<file path="config.mk">
export PLATFORM = sky130hd
export DESIGN_NAME = stage_write_seq_flat
export DESIGN_NICKNAME = d
export VERILOG_FILES = /design/src/rtl/stage_write_seq_if.sv /design/src/rtl/stage_write_seq.sv /design/src/flat_wrapper.sv
export SDC_FILE = /design/constraint.sdc
export NUM_CORES = 1
export LEC_CHECK = 0
export ABC_AREA = 1
export CAP_MARGIN = 20
export CORE_MARGIN = 2
export CORE_UTILIZATION = 40
export DETAILED_ROUTE_END_ITERATION = 10
export PLACE_DENSITY_LB_ADDON = 0.15
export REMOVE_ABC_BUFFERS = 1
export SYNTH_ARGS = -nofsm -noshare
export SYNTH_HDL_FRONTEND = slang
export SYNTH_SLANG_ARGS = --single-unit
export TNS_END_PERCENT = 10
</file>
<file path="constraint.sdc">
create_clock -name clock -period 1.5 [get_ports clock]
set_input_delay 0.45 -clock clock [delete_from_list [all_inputs] [get_ports clock]]
set_output_delay 0.45 -clock clock [all_outputs]
set_load 0.01 [all_outputs]
</file>
<file path="src/rtl/stage_write_seq_if.sv">
`default_nettype none
// ============================================================================
// Module      : stage_write_seq_if
// Description : Retire handshake and register-file write port bundle.
// Revision    : 1.0
// ============================================================================
interface stage_write_seq_if #(
    parameter int DATA_W = 32,
    parameter int REG_AW = 5,
    parameter int CNT_W  = 32
);
    logic              in_valid;
    logic              in_ready;
    logic [31:0]       insn;
    logic [DATA_W-1:0] o_in;
    logic [DATA_W-1:0] d_in;
    logic              write_exception;
    logic [DATA_W-1:0] status_code;
    logic [DATA_W-1:0] data_writeReg;
    logic [REG_AW-1:0] ctrl_writeReg;
    logic              ctrl_writeEnable;
    logic              busy;
    logic [CNT_W-1:0]  retired_count;

    modport master (
        output in_valid, insn, o_in, d_in, write_exception, status_code,
        input  in_ready, data_writeReg, ctrl_writeReg, ctrl_writeEnable, busy, retired_count
    );

    modport slave (
        input  in_valid, insn, o_in, d_in, write_exception, status_code,
        output in_ready, data_writeReg, ctrl_writeReg, ctrl_writeEnable, busy, retired_count
    );
endinterface
`default_nettype wire

</file>
<file path="src/rtl/stage_write_seq.sv">
`default_nettype none
// ============================================================================
// Module      : stage_write_seq
// Description : Registered writeback stage with optional dual-write exceptions.
// Revision    : 1.0
// ============================================================================
module stage_write_seq #(
    parameter int DATA_W     = 32,
    parameter int REG_AW     = 5,
    parameter int STATUS_REG = 30,
    parameter int LINK_REG   = 31,
    parameter int DUAL_WRITE = 1,
    parameter int CNT_W      = 32
) (
    input  wire logic         clock,
    input  wire logic         reset,
    stage_write_seq_if.slave  bus
);

    localparam logic [4:0] OP_RTYPE = 5'b00000;
    localparam logic [4:0] OP_ADDI  = 5'b00101;
    localparam logic [4:0] OP_LW    = 5'b01000;
    localparam logic [4:0] OP_JAL   = 5'b00011;
    localparam logic [4:0] OP_SETX  = 5'b10101;

    localparam logic [4:0] ALU_ADD  = 5'b00000;
    localparam logic [4:0] ALU_SUB  = 5'b00001;
    localparam logic [4:0] ALU_MUL  = 5'b00110;
    localparam logic [4:0] ALU_DIV  = 5'b00111;

    localparam logic [REG_AW-1:0] STATUS_ADDR = REG_AW'(STATUS_REG);
    localparam logic [REG_AW-1:0] LINK_ADDR   = REG_AW'(LINK_REG);
    localparam logic              DUAL_EN     = (DUAL_WRITE != 0);

    typedef enum logic [1:0] {
        IDLE = 2'd0,
        PRI  = 2'd1,
        SEC  = 2'd2
    } state_t;

    state_t            state_q, state_d;
    logic              sec_pending_q, sec_pending_d;
    logic [DATA_W-1:0] sec_data_q, sec_data_d;
    logic [DATA_W-1:0] wdata_q, wdata_d;
    logic [REG_AW-1:0] waddr_q, waddr_d;
    logic              we_q, we_d;
    logic [CNT_W-1:0]  cnt_q, cnt_d;

    logic [4:0]        opcode;
    logic [4:0]        alu_op;
    logic [REG_AW-1:0] rd;
    logic              exc_capable;
    logic              exc;
    logic              pri_has_write;
    logic [REG_AW-1:0] pri_addr;
    logic [DATA_W-1:0] pri_data;
    logic              ready;
    logic              accept;
    logic              retiring;
    logic              unused_insn_bits;

    assign opcode           = bus.insn[31:27];
    assign alu_op           = bus.insn[6:2];
    assign rd               = REG_AW'(bus.insn[26:22]);
    assign unused_insn_bits = ^{bus.insn[21:7], bus.insn[1:0]};

    assign exc_capable = (opcode == OP_ADDI) ||
                         ((opcode == OP_RTYPE) &&
                          ((alu_op == ALU_ADD) || (alu_op == ALU_SUB) ||
                           (alu_op == ALU_MUL) || (alu_op == ALU_DIV)));
    assign exc         = bus.write_exception & exc_capable;

    // Primary write target; in single-write mode an exception replaces it.
    always_comb begin
        pri_has_write = 1'b1;
        pri_addr      = rd;
        pri_data      = bus.o_in;
        case (opcode)
            OP_RTYPE, OP_ADDI: ;
            OP_LW:             pri_data = bus.d_in;
            OP_JAL:            pri_addr = LINK_ADDR;
            OP_SETX:           pri_addr = STATUS_ADDR;
            default:           pri_has_write = 1'b0;
        endcase
        if (exc && !DUAL_EN) begin
            pri_has_write = 1'b1;
            pri_addr      = STATUS_ADDR;
            pri_data      = bus.status_code;
        end
    end

    assign ready    = !((state_q == PRI) && sec_pending_q);
    assign accept   = bus.in_valid & ready;
    assign retiring = ((state_q == PRI) && !sec_pending_q) || (state_q == SEC);

    always_comb begin
        state_d       = state_q;
        sec_pending_d = sec_pending_q;
        sec_data_d    = sec_data_q;
        we_d          = 1'b0;
        waddr_d       = waddr_q;
        wdata_d       = wdata_q;
        cnt_d         = retiring ? cnt_q + CNT_W'(1) : cnt_q;

        if (accept) begin
            state_d       = PRI;
            sec_pending_d = exc & DUAL_EN;
            sec_data_d    = bus.status_code;
            if (pri_has_write) begin
                waddr_d = pri_addr;
                wdata_d = pri_data;
                we_d    = (pri_addr != '0);
            end
        end else if ((state_q == PRI) && sec_pending_q) begin
            state_d       = SEC;
            sec_pending_d = 1'b0;
            waddr_d       = STATUS_ADDR;
            wdata_d       = sec_data_q;
            we_d          = (STATUS_ADDR != '0);
        end else begin
            state_d       = IDLE;
            sec_pending_d = 1'b0;
        end
    end

    always_ff @(posedge clock) begin
        if (reset) begin
            state_q       <= IDLE;
            sec_pending_q <= 1'b0;
            sec_data_q    <= '0;
            we_q          <= 1'b0;
            waddr_q       <= '0;
            wdata_q       <= '0;
            cnt_q         <= '0;
        end else begin
            state_q       <= state_d;
            sec_pending_q <= sec_pending_d;
            sec_data_q    <= sec_data_d;
            we_q          <= we_d;
            waddr_q       <= waddr_d;
            wdata_q       <= wdata_d;
            cnt_q         <= cnt_d;
        end
    end

    assign bus.in_ready         = ready;
    assign bus.busy             = !ready;
    assign bus.data_writeReg    = wdata_q;
    assign bus.ctrl_writeReg    = waddr_q;
    assign bus.ctrl_writeEnable = we_q;
    assign bus.retired_count    = cnt_q;

endmodule
`default_nettype wire

</file>
<file path="src/flat_wrapper.sv">
// flat-port wrapper written by rule: the top's interface ports become plain ports
module stage_write_seq_flat 
#(
    parameter int DATA_W     = 32,
    parameter int REG_AW     = 5,
    parameter int STATUS_REG = 30,
    parameter int LINK_REG   = 31,
    parameter int DUAL_WRITE = 1,
    parameter int CNT_W      = 32
)
  (clock, reset, bus_in_valid, bus_insn, bus_o_in, bus_d_in, bus_write_exception, bus_status_code, bus_in_ready, bus_data_writeReg, bus_ctrl_writeReg, bus_ctrl_writeEnable, bus_busy, bus_retired_count);
  stage_write_seq_if #(.DATA_W(DATA_W), .REG_AW(REG_AW), .CNT_W(CNT_W)) bus_i ();
  input  wire logic clock;
  input  wire logic reset;
  input wire logic [$bits(bus_i.in_valid)-1:0] bus_in_valid;
  input wire logic [$bits(bus_i.insn)-1:0] bus_insn;
  input wire logic [$bits(bus_i.o_in)-1:0] bus_o_in;
  input wire logic [$bits(bus_i.d_in)-1:0] bus_d_in;
  input wire logic [$bits(bus_i.write_exception)-1:0] bus_write_exception;
  input wire logic [$bits(bus_i.status_code)-1:0] bus_status_code;
  output wire logic [$bits(bus_i.in_ready)-1:0] bus_in_ready;
  output wire logic [$bits(bus_i.data_writeReg)-1:0] bus_data_writeReg;
  output wire logic [$bits(bus_i.ctrl_writeReg)-1:0] bus_ctrl_writeReg;
  output wire logic [$bits(bus_i.ctrl_writeEnable)-1:0] bus_ctrl_writeEnable;
  output wire logic [$bits(bus_i.busy)-1:0] bus_busy;
  output wire logic [$bits(bus_i.retired_count)-1:0] bus_retired_count;
  assign bus_i.in_valid = bus_in_valid;
  assign bus_i.insn = bus_insn;
  assign bus_i.o_in = bus_o_in;
  assign bus_i.d_in = bus_d_in;
  assign bus_i.write_exception = bus_write_exception;
  assign bus_i.status_code = bus_status_code;
  assign bus_in_ready = bus_i.in_ready;
  assign bus_data_writeReg = bus_i.data_writeReg;
  assign bus_ctrl_writeReg = bus_i.ctrl_writeReg;
  assign bus_ctrl_writeEnable = bus_i.ctrl_writeEnable;
  assign bus_busy = bus_i.busy;
  assign bus_retired_count = bus_i.retired_count;
  stage_write_seq #(.DATA_W(DATA_W), .REG_AW(REG_AW), .STATUS_REG(STATUS_REG), .LINK_REG(LINK_REG), .DUAL_WRITE(DUAL_WRITE), .CNT_W(CNT_W)) u_core (.clock(clock), .reset(reset), .bus(bus_i));
endmodule
</file>
==> results of run 1 <==
[layer usage]
metal | GRT usage [%] | vias up
li1 | - | 2982
met1 | 29.0 | 2598
met2 | 40.9 | 216
met3 | 5.89 | 22
met4 | 6.25 | 0
met5 | 0 | -
[kinds of logic after synthesis]
group                    synth area share, %
AND/OR/NAND/NOR                         39.7
AO/OA/AOI/OAI                           12.0
flip-flops                              39.9
buffers and inverters                   7.80
XOR/XNOR                               0.333
adder cells (fa/ha/maj)                0.238
[cell type report]
cell class	instances	area [um2]	area share [%]
multi-input combinational	594	2880	35.3
timing repair buffer	247	2380	29.3
sequential	105	2130	26.2
clock buffer	11	243	2.98
tap	172	215	2.64
inverter	48	185	2.27
clock inverter	5	103	1.26
[cell usage in the layout (no fill, tap or decap), types with 3 or more instances in the layout]
cell type / n
sky130_fd_sc_hd__dfxtp_2: 20
sky130_fd_sc_hd__nor3_1: 3
sky130_fd_sc_hd__nor2_4: 3
sky130_fd_sc_hd__nand4_1: 8
sky130_fd_sc_hd__o21ai_1: 28
sky130_fd_sc_hd__clkdlybuf4s15_1: 5
sky130_fd_sc_hd__inv_1: 44
sky130_fd_sc_hd__nand2_2: 9
sky130_fd_sc_hd__buf_4: 48
sky130_fd_sc_hd__nand3_1: 32
sky130_fd_sc_hd__nand3_2: 3
sky130_fd_sc_hd__bufinv_16: 3
sky130_fd_sc_hd__nor2_1: 111
sky130_fd_sc_hd__clkbuf_16: 11
sky130_fd_sc_hd__nor2_2: 16
sky130_fd_sc_hd__nand2_1: 212
sky130_fd_sc_hd__o21ai_0: 46
sky130_fd_sc_hd__dfxtp_1: 83
sky130_fd_sc_hd__a21oi_1: 49
sky130_fd_sc_hd__nand3b_1: 59
sky130_fd_sc_hd__buf_12: 9
sky130_fd_sc_hd__clkdlybuf4s50_1: 108
sky130_fd_sc_hd__buf_6: 5
sky130_fd_sc_hd__dlygate4sd2_1: 68
[critical path, stage by stage (launching register included)]
cell and delay, ns:
sky130_fd_sc_hd__dfxtp_2 0.33, sky130_fd_sc_hd__inv_2 0.07, sky130_fd_sc_hd__nand3_4 0.06, sky130_fd_sc_hd__buf_6 0.14, sky130_fd_sc_hd__buf_6 0.12
[power groups by stage]
stage	logic [mW]	clock network (mW)	registers, mW
floorplan	0.361	0	3.01
global placement	1.00	0	3.00
detailed placement	1.00	0	3.00
CTS	0.970	2.77	2.93
global route	1.10	2.86	2.94
finish	0.999	2.73	2.93
[worst paths after layout]
check                                               to  slack, ns  cells after the start                                     start
max                                       bus_in_ready      -0.02                      4              u_core.state_q[1]$_SDFF_PP0_
min                 u_core.sec_data_q[15]$_SDFFE_PP0P_       0.47                      2        u_core.sec_data_q[15]$_SDFFE_PP0P_
max reg2reg  u_core.bus.retired_count[26]$_SDFFE_PP0P_       0.06                      8  u_core.bus.retired_count[0]$_SDFFE_PP0P_
min reg2reg         u_core.sec_data_q[15]$_SDFFE_PP0P_       0.47                      2        u_core.sec_data_q[15]$_SDFFE_PP0P_
[sequential cells by signal, summed over array words and instances, names as in the netlist]
name / flops
u_core.sec_pending_q: 1
u_core.sec_data_q: 32
u_core.bus.retired_count: 32
u_core.bus.ctrl_writeReg: 5
u_core.bus.data_writeReg: 32
u_core.state_q: 2
u_core.bus.ctrl_writeEnable: 1
[repair_timing]
| action | in CTS | in global routing |
|---|---|---|
| gates cloned | 0 | 2 |
| buffers inserted | 1 | 2 |
| gates resized for setup | 109 | 51 |
| endpoints found under the setup margin | 118 | 73 |
| pin swaps | 2 | 10 |
==> impl_results.md, run 1 <==
* Final Skew at 0.00768 ns
* Cell accounting for the most synthesized area: sky130_fd_sc_hd__dfxtp_1
* Post-route minimum period at 1.52 ns
* H-tree levels at 3
* FP Rows at 41
* Vias/cell at 4.92
* Setup repair after global routing missed its margin: yes
* Failing checks: setup timing
* Initial Util at 41.4%
* Fraction of the yosys area taken by sequential cells at 39.9%
* Synthesized instance count at 791
* Number of top-level pins at 204
* Initial antenna violation count at 0
* Power share of the combinational group at 15.0%
* Leading cell types by total area after synthesis: sky130_fd_sc_hd__dfxtp_1 40%, sky130_fd_sc_hd__nand2_1 16%, sky130_fd_sc_hd__nor2_1 9.1%
* Cell total after placement at 1161
* Kind of critical path: flop to primary output
* Final period util at 101%
* Async SR Flop Fraction at 0%
* Number of sinks on the clock net at 105
* Number of max-capacitance violations reported at 0
* Library cells used by synthesis at 31
* Power density over cell area at 819 nW/um2
* Highest routed layer: met4
* Width of the die at 119 um
* Remaining routing DRC violations at 0
* Std-Cell Core Area at 12700 um2
* Pre-antenna DRT Iters at 5
* Worst-case vdd ir drop at 685 uV
* TritonCTS clock tree: done
* Post-synth design cell area at 5260 um2
* First-pass GRT wire length at 26900 um
* Clock power share at 41.0%
* Worst slack at placement at -0.559 ns
* Inserted Clock Buffers at 9
* Antenna diodes at 0
* Crit. End Element: primary output
* Number of inserted filler cells in the final layout at 1242
* Total GRT Usage at 23.6%
* Arrival @ worst endpoint at 1.07 ns
* Worst Hold Slack at 0.473 ns
* Post-route cell area at 8140 um2
* Met2 WL at 8180 um
* Die height at 119 um
* Iteration-0 DRC Markers at 440
* Post-synthesis to final-layout area growth at 54.7%
* Maximum number of pins on one net before global-route repair at 60
* Most frequent cell after synthesis: sky130_fd_sc_hd__nand2_1
* DR vias at 5818
* Average wire per standard cell at 14.4 um
* Wl on met1 at 7340 um
* Int Power at 5.11 mW
* Status: finished with violations
* Crit path max fanout at 4
* Area after detailed placement at 7650 um2
* Top post-synthesis cells by count: 219 x sky130_fd_sc_hd__nand2_1, 128 x sky130_fd_sc_hd__nor2_1, 105 x sky130_fd_sc_hd__dfxtp_1, 59 x sky130_fd_sc_hd__nand3b_1, 49 x sky130_fd_sc_hd__a21oi_1
* Vias in the first global route at 5526
* Post-detailed-placement half-perimeter wirelength at 11900 um
* Number of synthesized flops with an enable pin at 0
* Remaining number of nets flagged by the antenna check after routing at 0
* Power, Total at 6.67 mW
* Proportion of power drawn by flip-flops and latches at 44.0%
* Synth Area per Inst at 6.65 um2
* Number of storage elements in the synthesis netlist at 105
* Hold_buf cts at 0
* Post-synth top area share at 39.9%
* End-of-flow core utilization at 64.0%
* Root buf cell: sky130_fd_sc_hd__clkbuf_16
* Final Hold Viols at 0
* Actual transition at the worst max-transition pin at 0.287 ns
* Share of cells above drive strength 1 at 14.5%
* Insertion delay to the later sink of the worst-skew pair at 0.35 ns
* Required time at the endpoint of the critical path at 1.05 ns
* Slew margin rel. at 80.9%
* Critical Path Start Type: flop
* Cell Count, Final, Fillers Out at 1182
* Net switching share of the total power at 23.3%
* Top flip-flop cell by instance count after synthesis: sky130_fd_sc_hd__dfxtp_1
* Static Leakage at 3.69 nW
* Highest achievable clock rate at 0.657 GHz
* Final count of pins violating max slew at 0
* Final sum of negative setup slack at -0.0210 ns
* Post-layout worst setup margin at -0.0210 ns
* Clock slew at reported path FFs at 0.07 ns
* Number of setup violations in the final report at 1
* Final Wtd Congestion at 0.854
* Post-layout nets at 1138
* Maximum clock path buffer count at 2
* Residual overflow from global routing at 0
* Met3 layer wire length in the routed design at 1250 um
* Worst min-delay path category: flop to flop
* I/O Buffers at 185
* Area of the die at 14100 um2
* Aggregate routed wire length at 17100 um
* Warning count from the yosys run at 0
* Switching power total at 1.56 mW
Note: power is estimated with default switching activity, not from simulation.
==> run 2, diff against run 1 <==
--- a/config.mk
+++ b/config.mk
@@ -10,6 +10,7 @@
 export CORE_MARGIN = 2
 export CORE_UTILIZATION = 40
 export DETAILED_ROUTE_END_ITERATION = 10
+export MAX_ROUTING_LAYER = met4
 export PLACE_DENSITY_LB_ADDON = 0.15
 export REMOVE_ABC_BUFFERS = 1
 export SYNTH_ARGS = -nofsm -noshare
==> run 2 against run 1 <==
Against the previous run: the run still ends with setup timing left; via count shrank 0.52%; critical path depth unchanged; maximum frequency grew 0.40%; setup slack improved by 0.0061 ns; non-clock buffer count unchanged; sequential share of layout area hardly changed; hold slack got worse by 0.00068 ns; utilization about the same; largest power group unchanged; largest cell class unchanged; flip-flop and latch count unchanged; wire length is 0.32% lower; global-route usage rose by 0.71 points.
==> impl_results.md, run 2 (synthesis results as in run 1) <==
* Number of max-capacitance violations reported at 0
* Final Skew at 0.00677 ns
* Width of the die at 119 um
* Static Leakage at 3.69 nW
* Maximum number of pins on one net before global-route repair at 60
* Power density over cell area at 819 nW/um2
* H-tree levels at 3
* Beginning of the worst hold path: u_core.bus.retired_count[4]$_SDFFE_PP0P_
* Number of top-level pins at 204
* Pre-antenna DRT Iters at 5
* Insertion delay to the later sink of the worst-skew pair at 0.35 ns
* Min-Delay Endpoint: u_core.bus.retired_count[4]$_SDFFE_PP0P_
* Die height at 119 um
* Final period util at 101%
* DR vias at 5788
* First-pass GRT wire length at 26900 um
* I/O Buffers at 185
* Setup slack of the worst register-to-register path at 0.04 ns
* Average wire per standard cell at 14.4 um
* Post-layout nets at 1138
* Worst min-delay path category: flop to flop
* Failing checks: setup timing
* TritonCTS clock tree: done
* Post-detailed-placement half-perimeter wirelength at 11900 um
* Root buf cell: sky130_fd_sc_hd__clkbuf_16
* Aggregate routed wire length at 17000 um
* Crit path max fanout at 4
* Antenna diodes at 0
* Maximum clock path buffer count at 2
* Hold path cells at 2
* Clock slew at reported path FFs at 0.07 ns
* Setup repair after global routing missed its margin: yes
* Vias in the first global route at 5523
* Critical Path Start Type: flop
* Share of cells above drive strength 1 at 14.5%
* Final Hold Viols at 0
* Final Wtd Congestion at 0.868
* Delay of the slowest cell on the worst path at 0.33 ns
* Remaining routing DRC violations at 0
* Number of setup violations in the final report at 1
* Highest achievable clock rate at 0.660 GHz
* Residual overflow from global routing at 0
* Number of inserted filler cells in the final layout at 1243
* Total GRT Usage at 24.3%
* Actual transition at the worst max-transition pin at 0.287 ns
* Top library cells by usage in the layout, fill and taps aside: 212 x sky130_fd_sc_hd__nand2_1, 111 x sky130_fd_sc_hd__nor2_1, 108 x sky130_fd_sc_hd__clkdlybuf4s50_1
* Most used cell, CP: sky130_fd_sc_hd__buf_6
* Post-layout worst setup margin at -0.0149 ns
* Status: finished with violations
* Most common library cell in the layout ignoring fill and taps: sky130_fd_sc_hd__nand2_1
* Hold_buf cts at 0
* Kind of critical path: flop to primary output
* Area of the die at 14100 um2
* Slew margin rel. at 80.9%
* Post-synthesis to final-layout area growth at 54.6%
* Vias/cell at 4.90
* Cell breakdown of the critical path: inv_2 -> nand3_4 -> buf_6 -> buf_6
* End-of-flow core utilization at 63.9%
* Post-route minimum period at 1.51 ns
* Required time at the endpoint of the critical path at 1.05 ns
* FP Rows at 41
* Inserted Clock Buffers at 9
* Arrival @ worst endpoint at 1.06 ns
* End of the worst register-to-register path: u_core.bus.data_writeReg[16]$_SDFFE_PP0P_
* R2R Path Start: u_core.state_q[1]$_SDFF_PP0_
* Worst-case vdd ir drop at 691 uV
* Iteration-0 DRC Markers at 365
* Crit. End Element: primary output
* Worst Hold Slack at 0.472 ns
* Depth of the worst register-to-register path at 11
* Slowest stage cell, crit path: sky130_fd_sc_hd__dfxtp_2
* Initial Util at 41.4%
* Remaining number of nets flagged by the antenna check after routing at 0
* Number of sinks on the clock net at 105
* Std-Cell Core Area at 12700 um2
* Initial antenna violation count at 0
* Final count of pins violating max slew at 0
[run 2: timing repair]
action | 4_1_cts | 5_1_grt
pin swaps | 2 | 10
gates cloned | 0 | 2
setup endpoints to repair | 118 | 73
gates resized for setup | 109 | 50
buffers inserted | 1 | 2
[run 2: worst max-delay path: cells and delay by family (launching register included)]
family                 cells  cell delay (ns)
and+or+nand+nor            1             0.06
buffers and inverters      3             0.33
DFF                        1             0.33
[run 2: how the worst max path moves through the flow]
stage / start / end
final: u_core.state_q[1]$_SDFF_PP0_ / bus_in_ready
after global routing: u_core.bus.retired_count[0]$_SDFFE_PP0P_ / u_core.bus.retired_count[24]$_SDFFE_PP0P_
after CTS: u_core.state_q[1]$_SDFF_PP0_ / bus_in_ready
after detailed placement: bus_insn[27] / u_core.bus.data_writeReg[14]$_SDFFE_PP0P_
after global placement: bus_insn[27] / u_core.bus.data_writeReg[14]$_SDFFE_PP0P_
after floorplan: bus_insn[28] / u_core.bus.data_writeReg[19]$_SDFFE_PP0P_
[run 2: area by class of cell]
| cell class | instances | area [um2] | area share [%] |
|---|---|---|---|
| well taps | 172 | 215 | 2.65 |
| flip-flops and latches | 105 | 2130 | 26.2 |
| multi-input cells | 594 | 2870 | 35.3 |
| repair buffers | 247 | 2380 | 29.3 |
| inverters | 48 | 185 | 2.28 |
| clock buffers | 11 | 243 | 2.98 |
| clock inverters | 5 | 103 | 1.26 |
[run 2: per-stage QoR]
| step | instance area (um2) | setup TNS (ns) | setup slack (ns) | cells | total power, mW |
|---|---|---|---|---|---|
| floorplan | 5030 | -91.31 | -1.56 | 747 | 3.37 |
| global placement | 7650 | -25.54 | -0.517 | 1161 | 4.00 |
| detailed placement | 7650 | -27.65 | -0.559 | 1161 | 4.00 |
| CTS | 7950 | -0.0387 | -0.0271 | 1178 | 6.67 |
| global route | 8140 | -0.778 | -0.0685 | 1182 | 6.90 |
| finish | 8140 | -0.0149 | -0.0149 | 1182 | 6.66 |
[run 2: metal layers]
layer | GRT usage, % | share of wire, %
met5 | - | 0
met1 | 29.6 | 44
met4 | 6.25 | 1.1
met3 | 5.31 | 6.4
met2 | 40.7 | 49
[run 2: power breakdown]
part,internal [mW],switching [mW],total [mW]
clock network,1.68,1.06,2.73
logic,0.549,0.449,0.998
registers,2.89,0.0469,2.93
==> run 3, diff against run 2 <==
--- a/config.mk
+++ b/config.mk
@@ -8,7 +8,8 @@
 export ABC_AREA = 1
 export CAP_MARGIN = 20
 export CORE_MARGIN = 2
-export CORE_UTILIZATION = 40
+export CORE_UTILIZATION = 48
+export CTS_CLUSTER_SIZE = 16
 export DETAILED_ROUTE_END_ITERATION = 10
 export MAX_ROUTING_LAYER = met4
 export PLACE_DENSITY_LB_ADDON = 0.15
==> constraint.sdc (replaced) <==
create_clock -name clock -period 1.78 [get_ports clock]
set_input_delay 0.534 -clock clock [delete_from_list [all_inputs] [get_ports clock]]
set_output_delay 0.534 -clock clock [all_outputs]
set_load 0.01 [all_outputs]
==> run 3 against run 2 <==
Against the previous run: the run now ends clean; utilization grew 6.8 points; flip-flop and latch count is the same; first-iteration DRC count shrank 8.8%; combinational power shrank 18%; sequential power shrank 16%; non-clock buffer count shrank 31; final cell count shrank 5.4%.
==> impl_results.md, run 3 (synthesis results as in run 1) <==
* Status: completed
* Setup repair after global routing missed its margin: yes
* Iteration-0 DRC Markers at 333
* Beginning of the worst hold path: u_core.sec_data_q[25]$_SDFFE_PP0P_
* Power share of the combinational group at 17.1%
* Critical Path Start Type: flop
* Crit. End Element: primary output
* Post-route minimum period at 1.68 ns
* Met2 track demand over resource at 47.8%
* Share of cells above drive strength 1 at 8.49%
* I/O Buffers at 185
* Actual transition at the worst max-transition pin at 0.318 ns
* Proportion of power drawn by flip-flops and latches at 51.5%
* Arrival @ worst endpoint at 1.14 ns
* Clock power share at 31.4%
* DR vias at 5865
* Required time at the endpoint of the critical path at 1.25 ns
* Power density over cell area at 631 nW/um2
* Min-Delay Endpoint: u_core.sec_data_q[25]$_SDFFE_PP0P_
* End-of-flow core utilization at 70.7%
* Hold path cells at 2
* Inserted Clock Buffers at 9
* Maximum clock path buffer count at 2
* FP Rows at 38
* Vias in the first global route at 5593
* Clock slew at reported path FFs at 0.09 ns
* Highest achievable clock rate at 0.596 GHz
* Vias/cell at 5.25
* Die height at 109 um
* Final period util at 94.3%
* Post-layout nets at 1107
* Number of setup violations in the final report at 0
* Post-route cell area at 7600 um2
* Final Hold Viols at 0
* Kind of critical path: flop to primary output
* Net switching share of the total power at 24.9%
* First-pass GRT wire length at 25500 um
* Pre-antenna DRT Iters at 4
* Number of top-level pins at 204
* Width of the die at 109 um
* R2R Path Start: u_core.state_q[1]$_SDFF_PP0_
* Antenna diodes at 0
* Depth of the worst register-to-register path at 11
* Number of sinks on the clock net at 105
* Int Power at 3.60 mW
* Average wire per standard cell at 14.2 um
* Area after detailed placement at 7420 um2
* Met3 track utilization from global routing at 5.08%
* Post-detailed-placement half-perimeter wirelength at 11700 um
* End of the worst register-to-register path: u_core.bus.data_writeReg[7]$_SDFFE_PP0P_
* Switching power total at 1.19 mW
* Area of the die at 11800 um2
* Top library cells by usage in the layout, fill and taps aside: 219 x sky130_fd_sc_hd__nand2_1, 123 x sky130_fd_sc_hd__nor2_1, 108 x sky130_fd_sc_hd__clkdlybuf4s50_1
* Remaining routing DRC violations at 0
* Insertion delay to the later sink of the worst-skew pair at 0.36 ns
* Final Wtd Congestion at 0.914
* Worst min-delay path category: flop to flop
* Root buf cell: sky130_fd_sc_hd__clkbuf_8
* Residual overflow from global routing at 0
* Total GRT Usage at 27.9%
* Crit path max fanout at 3
* Number of max-capacitance violations reported at 0
* Slew margin rel. at 78.7%
* Final count of pins violating max slew at 0
* Worst-case vdd ir drop at 452 uV
* Final Skew at 0.00531 ns
* Aggregate routed wire length at 15800 um
* Static Leakage at 3.55 nW
* Setup slack of the worst register-to-register path at 0.14 ns
* Post-synthesis to final-layout area growth at 44.4%
* TritonCTS clock tree: done
* Std-Cell Core Area at 10700 um2
* Hold_buf cts at 0
* GR peak layer: met2
* Maximum number of pins on one net before global-route repair at 39
* Number of inserted filler cells in the final layout at 906
* Global routing usage on met1 at 32.6%
* Initial Util at 49.0%
* Initial antenna violation count at 0
* Remaining number of nets flagged by the antenna check after routing at 0
* H-tree levels at 3
* Most common library cell in the layout ignoring fill and taps: sky130_fd_sc_hd__nand2_1
## run 3: cell count changes in the layout (fill, tap and decap cells not counted), sizes merged
cell	previous run	this run
buf	64	31
clkdlybuf4s15	5	1
clkbuf	13	14
clkinv	1	0
dlymetal6s2s	0	9
bufinv	3	1
dlygate4sd2	68	66
## run 3: critical path, cell delays in order (launching register included)
cell and delay [ns]:
sky130_fd_sc_hd__dfxtp_1 0.32, sky130_fd_sc_hd__inv_1 0.10, sky130_fd_sc_hd__nand3_4 0.11, sky130_fd_sc_hd__clkdlybuf4s15_1 0.25
## run 3: how the worst max path moves through the flow
stage,startpoint,cells past startpoint,endpoint
CTS,u_core.bus.retired_count[26]$_SDFFE_PP0P_,1,bus_retired_count[26]
finish,u_core.state_q[1]$_SDFF_PP0_,3,bus_in_ready
floorplan,bus_insn[28],8,u_core.bus.data_writeReg[19]$_SDFFE_PP0P_
global placement,bus_insn[28],9,u_core.bus.data_writeReg[19]$_SDFFE_PP0P_
detailed placement,bus_insn[31],8,u_core.bus.ctrl_writeReg[2]$_SDFFE_PP0P_
global route,u_core.bus.retired_count[8]$_SDFFE_PP0P_,7,u_core.bus.retired_count[23]$_SDFFE_PP0P_
## run 3: area by class of cell
| cell class | count | area, um2 | share of cell area (%) |
|---|---|---|---|
| multi-input combinational | 594 | 2790 | 36.7 |
| timing repair buffer | 216 | 2140 | 28.1 |
| sequential | 105 | 2130 | 28.0 |
| inverter | 48 | 180 | 2.37 |
| tap | 140 | 175 | 2.30 |
| clock buffer | 13 | 159 | 2.09 |
| clock inverter | 2 | 37.5 | 0.494 |
## run 3: per-layer routing
layer | part of all wire, % | routed length (um)
met5 | 0 | 0
met1 | 40 | 6380
met3 | 7.3 | 1160
met4 | 2.7 | 421
met2 | 50 | 7870
## run 3: power groups by stage
| stage | Clock [mW] | Combinational, mW | Sequential, mW |
|---|---|---|---|
| finish | 1.50 | 0.820 | 2.47 |
| global route | 1.61 | 0.896 | 2.48 |
| floorplan | 0 | 0.304 | 2.53 |
| detailed placement | 0 | 0.840 | 2.52 |
| CTS | 1.53 | 0.816 | 2.47 |
| global placement | 0 | 0.822 | 2.52 |
## run 3: per-stage QoR
step,std cells,setup WS (ns),hold slack (ns),total power [mW],TNS [ns]
final,1118,0.101,0.482,4.79,0
after global routing,1118,-0.0148,0.505,4.99,-0.0148
after CTS,1118,-0.0571,0.483,4.81,-0.0571
after detailed placement,1103,-0.405,0.470,3.36,-12.99
after global placement,1103,-0.312,0.451,3.34,-10.70
after floorplan,747,-1.37,0.449,2.84,-66.81
## run 3: what timing repair did
| action | in CTS | in global routing |
|---|---|---|
| gates resized for setup | 89 | 17 |
| gates cloned | 0 | 0 |
| setup buffers | 0 | 0 |
| setup endpoints to repair | 69 | 49 |
| pin swaps | 0 | 1 |
